<file path="config.mk">
export PLATFORM = sky130hd
export DESIGN_NAME = cdb_arbiter
export DESIGN_NICKNAME = d
export VERILOG_FILES = /design/src/rtl/cdb_arbiter.sv
export SDC_FILE = /design/constraint.sdc
export NUM_CORES = 1
export LEC_CHECK = 0
export CORE_AREA = 2 2 118 120
export DETAILED_ROUTE_END_ITERATION = 6
export DIE_AREA = 0 0 120 122
export GPL_TIMING_DRIVEN = 0
export PLACE_DENSITY = 0.79
export SLEW_MARGIN = 5
export SYNTH_ARGS = -nofsm -noshare
export SYNTH_HDL_FRONTEND = slang
export SYNTH_SLANG_ARGS = --single-unit
</file>
<file path="constraint.sdc">
create_clock -name clk -period 1.8 [get_ports clk]
set_input_delay 0.27 -clock clk [delete_from_list [all_inputs] [get_ports clk]]
set_output_delay 0.27 -clock clk [all_outputs]
set_load 0.02 [all_outputs]
</file>
<file path="src/rtl/cdb_arbiter.sv">
// ---------------------------------------------------------------------------
// cdb_arbiter
//
// Common-data-bus arbiter for an out-of-order core. Each functional unit (FU)
// hands its completed result to the arbiter through a valid/ready handshake.
// The arbiter keeps one holding slot per FU. Every cycle it picks one FU,
// either from its slot or straight from its input, and places that result on
// a registered CDB broadcast.
//
// Arbitration:
//   default          fixed priority, lowest FU index wins
//   CDB_RR_EN        round-robin. The search starts at a pointer, and the
//                    pointer moves to (winner + 1) mod NUM_FU after each grant
//
// Ports:
//   clk        in   single clock, all state changes on its rising edge
//   reset_n    in   asynchronous active-low reset
//   flush      in   synchronous squash; drops every held and broadcast result
//   fu_valid   in   [NUM_FU]           FU i offers a result
//   fu_tag     in   [NUM_FU][TAG_W]    ROB tag of each offered result
//   fu_value   in   [NUM_FU][DATA_W]   value of each offered result
//   fu_ready   out  [NUM_FU]           FU i's offer is taken this cycle
//   cdb_valid  out  broadcast valid
//   cdb_tag    out  broadcast ROB tag
//   cdb_value  out  broadcast value
//   cdb_fu     out  index of the FU that owns the broadcast
// ---------------------------------------------------------------------------

`ifndef XLEN
`define XLEN 32
`endif

`ifndef ROB_TAG_LEN
`define ROB_TAG_LEN 6
`endif

module cdb_arbiter #(
  parameter int NUM_FU = 4,
  parameter int DATA_W = `XLEN,
  parameter int TAG_W  = `ROB_TAG_LEN,
  localparam int FU_W  = (NUM_FU > 1) ? $clog2(NUM_FU) : 1
) (
  input  logic                           clk,
  input  logic                           reset_n,
  input  logic                           flush,
  input  logic [NUM_FU-1:0]              fu_valid,
  input  logic [NUM_FU-1:0][TAG_W-1:0]   fu_tag,
  input  logic [NUM_FU-1:0][DATA_W-1:0]  fu_value,
  output logic [NUM_FU-1:0]              fu_ready,
  output logic                           cdb_valid,
  output logic [TAG_W-1:0]               cdb_tag,
  output logic [DATA_W-1:0]              cdb_value,
  output logic [FU_W-1:0]                cdb_fu
);

  logic [NUM_FU-1:0]              slot_valid;
  logic [NUM_FU-1:0][TAG_W-1:0]   slot_tag;
  logic [NUM_FU-1:0][DATA_W-1:0]  slot_value;

  logic [NUM_FU-1:0]              request;
  logic [NUM_FU-1:0]              grant;
  logic                           grant_any;
  logic [FU_W-1:0]                grant_idx;
  logic [TAG_W-1:0]               sel_tag;
  logic [DATA_W-1:0]              sel_value;

  // An FU competes for the bus if its slot holds a result or if it offers one
  // right now. An empty slot can pass its incoming result straight to the
  // CDB register. This keeps uncontended latency at one cycle. The request
  // does not depend on fu_ready, so no combinational loop forms.
  assign request = slot_valid | fu_valid;

`ifdef CDB_RR_EN
  logic [FU_W-1:0] rr_ptr;
  int              rr_idx;
  logic [FU_W-1:0] rr_sel;

  always_comb begin
    grant_any = 1'b0;
    grant_idx = '0;
    rr_idx    = 0;
    rr_sel    = '0;
    for (int k = 0; k < NUM_FU; k++) begin
      rr_idx = int'(rr_ptr) + k;
      if (rr_idx >= NUM_FU) rr_idx = rr_idx - NUM_FU;
      rr_sel = FU_W'(rr_idx);
      if (!grant_any && request[rr_sel]) begin
        grant_any = 1'b1;
        grant_idx = rr_sel;
      end
    end
    if (flush) grant_any = 1'b0;
  end

  // The pointer advances only on a real grant, so it stays put during
  // flush and idle cycles.
  always_ff @(posedge clk or negedge reset_n) begin
    if (!reset_n) begin
      rr_ptr <= '0;
    end else if (grant_any) begin
      rr_ptr <= (grant_idx == FU_W'(NUM_FU - 1)) ? '0 : grant_idx + FU_W'(1);
    end
  end
`else
  always_comb begin
    grant_any = 1'b0;
    grant_idx = '0;
    for (int k = 0; k < NUM_FU; k++) begin
      if (!grant_any && request[FU_W'(k)]) begin
        grant_any = 1'b1;
        grant_idx = FU_W'(k);
      end
    end
    if (flush) grant_any = 1'b0;
  end
`endif

  always_comb begin
    grant = '0;
    if (grant_any) grant[grant_idx] = 1'b1;
  end

  // A granted slot empties at this edge, so it can take a new result in the
  // same cycle. Reset and flush block acceptance so nothing slips in.
  assign fu_ready = (~slot_valid | grant) & {NUM_FU{reset_n & ~flush}};

  // The winner's result comes from its slot when the slot is occupied.
  // Otherwise it comes directly from the FU input (bypass).
  always_comb begin
    if (slot_valid[grant_idx]) begin
      sel_tag   = slot_tag[grant_idx];
      sel_value = slot_value[grant_idx];
    end else begin
      sel_tag   = fu_tag[grant_idx];
      sel_value = fu_value[grant_idx];
    end
  end

  // One holding slot per FU. A bypassed result goes directly to the CDB, so
  // it must not be stored as well; storing it would broadcast it twice.
  for (genvar g = 0; g < NUM_FU; g++) begin : g_slot
    logic              valid_q;
    logic [TAG_W-1:0]  tag_q;
    logic [DATA_W-1:0] value_q;
    logic              bypass;

    assign bypass = grant[g] & ~valid_q;

    always_ff @(posedge clk or negedge reset_n) begin
      if (!reset_n) begin
        valid_q <= 1'b0;
        tag_q   <= '0;
        value_q <= '0;
      end else if (flush) begin
        valid_q <= 1'b0;
      end else if (fu_valid[g] && fu_ready[g] && !bypass) begin
        valid_q <= 1'b1;
        tag_q   <= fu_tag[g];
        value_q <= fu_value[g];
      end else if (grant[g]) begin
        valid_q <= 1'b0;
      end
    end

    assign slot_valid[g] = valid_q;
    assign slot_tag[g]   = tag_q;
    assign slot_value[g] = value_q;
  end

  // Registered broadcast. The payload fields change only on a grant, so they
  // keep their last value while cdb_valid is low.
  always_ff @(posedge clk or negedge reset_n) begin
    if (!reset_n) begin
      cdb_valid <= 1'b0;
      cdb_tag   <= '0;
      cdb_value <= '0;
      cdb_fu    <= '0;
    end else begin
      cdb_valid <= grant_any;
      if (grant_any) begin
        cdb_tag   <= sel_tag;
        cdb_value <= sel_value;
        cdb_fu    <= grant_idx;
      end
    end
  end

endmodule

</file>
==> results.toml <==
[outcome]
status = "complete, but fails checks"
violated_checks = "negative hold slack"

[synthesis]
synth-seq-area-share_pct = 49.9
synthesis.area_per_instance_sq_um = 11.6
synthTopCellsByCount = "120 x dfrtp_1, 76 x mux2_2, 72 x a31oi_1"
synth-async-reset-ratio_pct = 100
ys.flop_type = "dfrtp_1"
synth_enable_flop_cells = 0
synth_area_leaders = "dfrtp_1 50%, mux2_2 14%, a31oi_1 7.5%"
synth_top_area_share_pct = 49.9
number_of_distinct_library_cells_after_synthesis = 31
leading_cell_type_by_number_of_instances_after_synthesis = "dfrtp_1"
syn_area_sq_um = 6020
synth_cells = 520
synthesis_stage_register_bit_count = 120
synth.net_count = 679
yosys.area.top_type = "dfrtp_1"
synth.yosys.warnings = 0

[clocking]
clock_sink_count = 120
cts-htree-levels = 4
tritoncts.num_buffers = 17
cts_root_buffer = "clkbuf_16"
tritoncts = "done"
clk_transition_reported_paths_ns = 0.05
worstSkewPairLatency_ns = 0.42
cts-root-to-sink-buffers = 2

[global_routing]
gr-usage-all-layers_pct = 25.8
grt_pass1_wl_mm = 29.1
grt_max_degree = 73
grt.overflow.total = 0
number_of_global_route_vias_before_repair = 5547
grt_antenna_before_repair = 0

[place]
detailedPlacementHpwl_mm = 12.3
buffer_ports.inserted = 124
routabilityCongestion = 0.831

[routing]
postRouteWirelength_mm = 18.7
first_pass_iters = 5
antenna_left = 0
via_count = 5399
post_drt_wl_per_cell_um = 21.7
average_vias_per_placed_instance = 6.28
drt_iter0_drc = 596
detail_route.drc_violations = 0

[setup_path]
timing.critical_path.buf_inv = 3
critical-path-slowest-cell = "or4_4"
startpoint_type = "register"
crit_chain = "buf_6 -> or4_4 -> and2_4 -> buf_6 -> buf_8 -> a31oi_1"
critical_path_peak_fanout = 10
timing_worst_setup_path_type = "reg2reg"
worst-endpoint-arrival_ns = 2.11
cp-end-kind = "register"
path_common_cell = "buf_6"
worstPathRequired_ns = 2.13
cpPeakStageDelay_ns = 0.55
worst_path_dominant_cell_family = "simple AND/OR/NAND/NOR gates"

[floorplanning]
placeable_core_region_sq_um = 13500
die_height_um = 122
core.rowCount = 43
die_area_sq_um = 14600
die_w_um = 120
initial_utilization_pct = 44.6
ios = 204

[pwr]
total_chip_power_mw = 7.95
p_per_area_nw_per_um2 = 960
leakagePower_nw = 3.49
ir_worst_vdd_mv = 0.713

[sta]
max_freq_mhz = 564
timing.max_slew.rel_slack_pct = 53.0
finalSetupTns_ns = 0
timing.final.crit_period_ns = 1.77
fraction_of_the_cycle_the_final_worst_path_needs_pct = 98.5
hold_slack_ns = -0.239
timing_worst_slew_pin_value_ns = 0.705
setup-violations-final = 0
report.final.slew_viol_count = 0
timing.final.hold_violations = 48
final.setup_skew_ns = 0.00970
setup_repair_after_global_routing_missed_its_margin = "yes"

[hold_path]
worst_hold_class = "in2async"

[final_layout]
area.growth.synth_to_final_pct = 37.5
layout.nets = 826
fraction_of_layout_instances_using_a_drive_strength_above_1_pct = 27.4
antennaDiodeCount = 0

[flow_run]
timing.max_cap.violations = 0
## metrics by stage
step	cell area [sq um]	hold WS (ns)	worst slack [ns]	util, %	instances
floorplan	6020	-0.0256	0.0875	-	520
detailed placement	7520	0.245	-0.771	55.7	825
CTS	8120	-0.190	0.00268	60.2	859
finish	8280	-0.239	0.0264	61.3	860
global route	8280	-0.217	-0.0240	61.3	860
global placement	7490	0.481	-5.02	55.4	824
## metal layers
| layer | track usage [%] | wire length, um | vias to the layer above |
|---|---|---|---|
| met3 | 7.02 | 1700 | 50 |
| met5 | 0 | 0 | - |
| met2 | 42.4 | 9160 | 300 |
| met4 | 10.9 | 445 | 0 |
| met1 | 32.1 | 7380 | 2711 |
| li1 | - | - | 2338 |
## final cells by class
class | count | area (sq um)
clock inverter | 11 | 100
buffer | 61 | 359
sequential | 120 | 3000
timing repair buffer | 128 | 1300
inverter | 5 | 18.8
fill | 1022 | 5230
tap | 180 | 225
multi-input combinational | 334 | 2830
clock buffer | 21 | 450
## state kept, by name, indices dropped and copies added (netlist names)
register	cells
g_slot.value_q	64
cdb_value	32
g_slot.tag_q	12
cdb_tag	6
g_slot.valid_q	4
cdb_fu	1
cdb_valid	1
## path summary, 6_finish.rpt
path | from | to | slack, ns | depth (start not counted)
max in group asynchronous | reset_n | g_slot[1].value_q[31] | 1.35 | 2
min reg2reg | g_slot[1].value_q[31] | g_slot[1].value_q[31] | 0.50 | 1
min | reset_n | g_slot[0].value_q[0] | -0.24 | 1
min in group clk | flush | g_slot[3].valid_q | 0.13 | 2
max | g_slot[1].valid_q | cdb_value[25] | 0.03 | 6
max reg2reg | g_slot[1].valid_q | cdb_value[25] | 0.03 | 6
## placed cells by master, fill, tap and decap left out, types with 14 or more instances in the layout
cell,instances
mux2_2,76
clkbuf_1,19
buf_2,14
dfrtp_1,120
and3b_1,34
a221oi_1,31
nor4b_1,30
a21oi_1,38
clkbuf_16,17
a31oi_1,69
clkdlybuf4s50_1,118
## power by group
group / total, mW / switching (mW) / internal, mW
registers: 3.25 / 0.204 / 3.04
clock network: 3.15 / 1.22 / 1.93
logic: 1.55 / 0.745 / 0.803
## timing repair
item / in CTS / in global routing
setup endpoints to repair: 91 / 64
pin swaps: 1 / 3
buffers inserted: 2 / 1
resized for setup: 33 / 61
endpoints found under the hold margin: 48 / 48
## kinds of logic after synthesis
| family | count (synthesis) | synth area share, % |
|---|---|---|
| AO/OA/AOI/OAI | 158 | 17.0 |
| buffers and inverters | 66 | 4.97 |
| flip-flops | 120 | 49.9 |
| multiplexers | 76 | 14.2 |
| other | 1 | 0.0623 |
| AND/OR/NAND/NOR | 99 | 13.8 |
Note: power is estimated with default switching activity, not from simulation.
==> patch: new RTL, config.mk and constraints unchanged <==
Set the parameter `NUM_FU` to 2 (it was 4).
--- a/src/rtl/cdb_arbiter.sv
+++ b/src/rtl/cdb_arbiter.sv
@@ -37,3 +37,3 @@
 module cdb_arbiter #(
-  parameter int NUM_FU = 4,
+  parameter int NUM_FU = 2,
   parameter int DATA_W = `XLEN,
Ports: changed (5 resized); port bits go from 204 to 123. No check against the original RTL was run, so the function may have changed too.
==> patch against the unedited design <==
  * Global-route usage is 12 points lower
  * Sequential share of layout area grew 4.7 points
  * Die area is the same
  * Utilization decreased by 26 points
  * Sequential cell count is 41 lower
  * Synthesized area shrank 45%
  * Total power is 37% lower
  * Setup slack better by 110 ps
  * Design area is 42% lower
  * Routed wire length fell by 46%
  * Non-clock buffer count decreased by 76
  * Highest routed layer unchanged
==> patch: results (changes against the unedited design) <==
STA
  • Slew margin rel.: 27.2% (-26 points)
  • Setup TNS: 0 ps (unchanged)
  • Clk_skew: 9.07 ps (-0.634 ps)

Detailed routing
  • DR WL/cell: 18.2 um (-16%)
  • WL met1: 4.53 mm (-39%)
  • DR iter-0 viols: 130 (-78%)
  • Via-per-instance ratio: 4.90 (-22%)
  • Router iterations before antenna repair: 5 (unchanged)
  • Uppermost layer routed: met4
  • Met2 wire length: 4.88 mm (-47%)
  • Routed wl met3: 522 um (-69%)

Finish
  • Final #Nets: 448 (-46%)
  • Fraction of layout cells with a size suffix above 1: 18.5% (-8.8 points)
  • Regs by FF count: cdb_value: 32 flops, g_slot.value_q: 32 flops
  • # diodes: 0 (unchanged)

Logic synthesis
  • Largest cells by area after synthesis: dfrtp_1, o32ai_1, mux2_2, o22ai_1, nor2_1
  • Compound-cell area share of the yosys netlist: 17.4% (+0.38 points)
  • Cell variety after synth: 20 (-35%)
  • Post-Synth XOR/XNOR Area: 0% (unchanged)
  • Register area share after synthesis: 59.8% (+10 points)
  • Synthesis Warnings: 0 (unchanged)
  • Commonest cells post-synth: dfrtp_1, nor2_1, o22ai_1, o32ai_1, mux2_2
  • Post-synthesis adder-cell area fraction: 0% (unchanged)
  • Mux share of post-synthesis cell area: 13.0% (-1.3 points)
  • Asr flop ratio synth: 100% (unchanged)
  • Syn nets: 349 (-49%)
  • Ys flop type: dfrtp_1

Placement
  • HPWL after DPL: 6.68 mm (-46%)
  • Port buffer count: 83 (-33%)
  • Final Wtd Congestion: 0.659 (-21%)

CTS
  • Root Driver: clkbuf_16
  • Clock slew at reported path FFs: 60 ps
  • CTS buffer count: 9 (-8)
  • Clk Latency, worst-skew pair: 330 ps (-90 ps)
  • Number of H-tree levels: 3 (-1)
  • Max clock buf depth: 2 (unchanged)
  • Post-CTS Setup Inserts: 0 (-2)

Outcome
  • Status: finished, final reports clean

Worst setup path
  • Slowest CP cell: clkdlybuf4s50_1
  • Crit-path leading delay family: buffers and inverters
  • CP arrival: 1400 ps (-710 ps)
  • Crit-path max FO: 5 (-5)
  • Crit-path max cell delay: 520 ps (-30 ps)

Power and ir drop
  • VDD IR-drop max: 0.605 mV (-15%)
  • Pleak: 2.10 nW (-40%)

Min path
  • Hold Crit Class: in2async

GRT
  • Largest net degree at the start of global routing: 30 (-59%)
  • Gr usage total: 14.2% (-12 points)
  • Vias in the first global route: 2,905 (-48%)
  • First-pass GRT wire length: 16.0 mm (-45%)
  • Initial antenna violation count: 0 (unchanged)

Die
  • Die Footprint: 14,600 um^2 (unchanged)
## patch: cell type report
type                    count  area [um^2]
inverters                   2         7.51
repair buffers             89          950
flip-flops and latches     79         1980
fillers                  1321         8680
clock buffers              10          239
plain buffers              24          120
clock inverters             6          108
well taps                 180          225
multi-input cells         162         1200
## patch: cells by family after synthesis
| family | count (synthesis) |
|---|---|
| buf+inv | 27 |
| simple gates | 46 |
| compound gates | 77 |
| flops | 79 |
| mux | 38 |
| other cells | 1 |
## patch: final timing paths
check	from	to	slack [ps]	cells after the start
setup reg to reg	g_slot[0].valid_q	cdb_value[31]	220	4
setup / recovery	flush	fu_ready[0]	130	3
max in group asynchronous	reset_n	g_slot[0].value_q[29]	340	3
hold / removal	reset_n	g_slot[0].value_q[6]	30	2
min in group clk	reset_n	g_slot[1].valid_q	330	4
hold reg to reg	g_slot[0].value_q[29]	g_slot[0].value_q[29]	490	1
## patch: repair_timing
action	4_1_cts	5_1_grt
setup endpoints to repair	2	12
hold buffers	4	0
cloned	1	0
hold endpoints to repair	24	0
gates resized for setup	5	4
## patch: routing by layer
metal  vias up  GRT usage, %
met3         9          4.12
li1       1224             -
met1      1380          18.4
met2        94          23.5
met4         0          3.75
met5         -             0
## patch: power by group
| part | total (mW) | switching (mW) | internal (mW) |
|---|---|---|---|
| Clock | 2.11 | 0.721 | 1.39 |
| Combinational | 0.881 | 0.432 | 0.448 |
| Sequential | 2.02 | 0.116 | 1.91 |
## patch: stage by stage
stage                     worst slack (ps)  cells  area (um^2)  utilization [%]
after floorplan                        470    268         3300                -
after global placement               -3070    531         4360             32.3
after detailed placement              -529    532         4380             32.5
after CTS                             3.77    553         4830             35.8
after global routing                  22.1    552         4830             35.7
final                                  134    552         4830             35.7
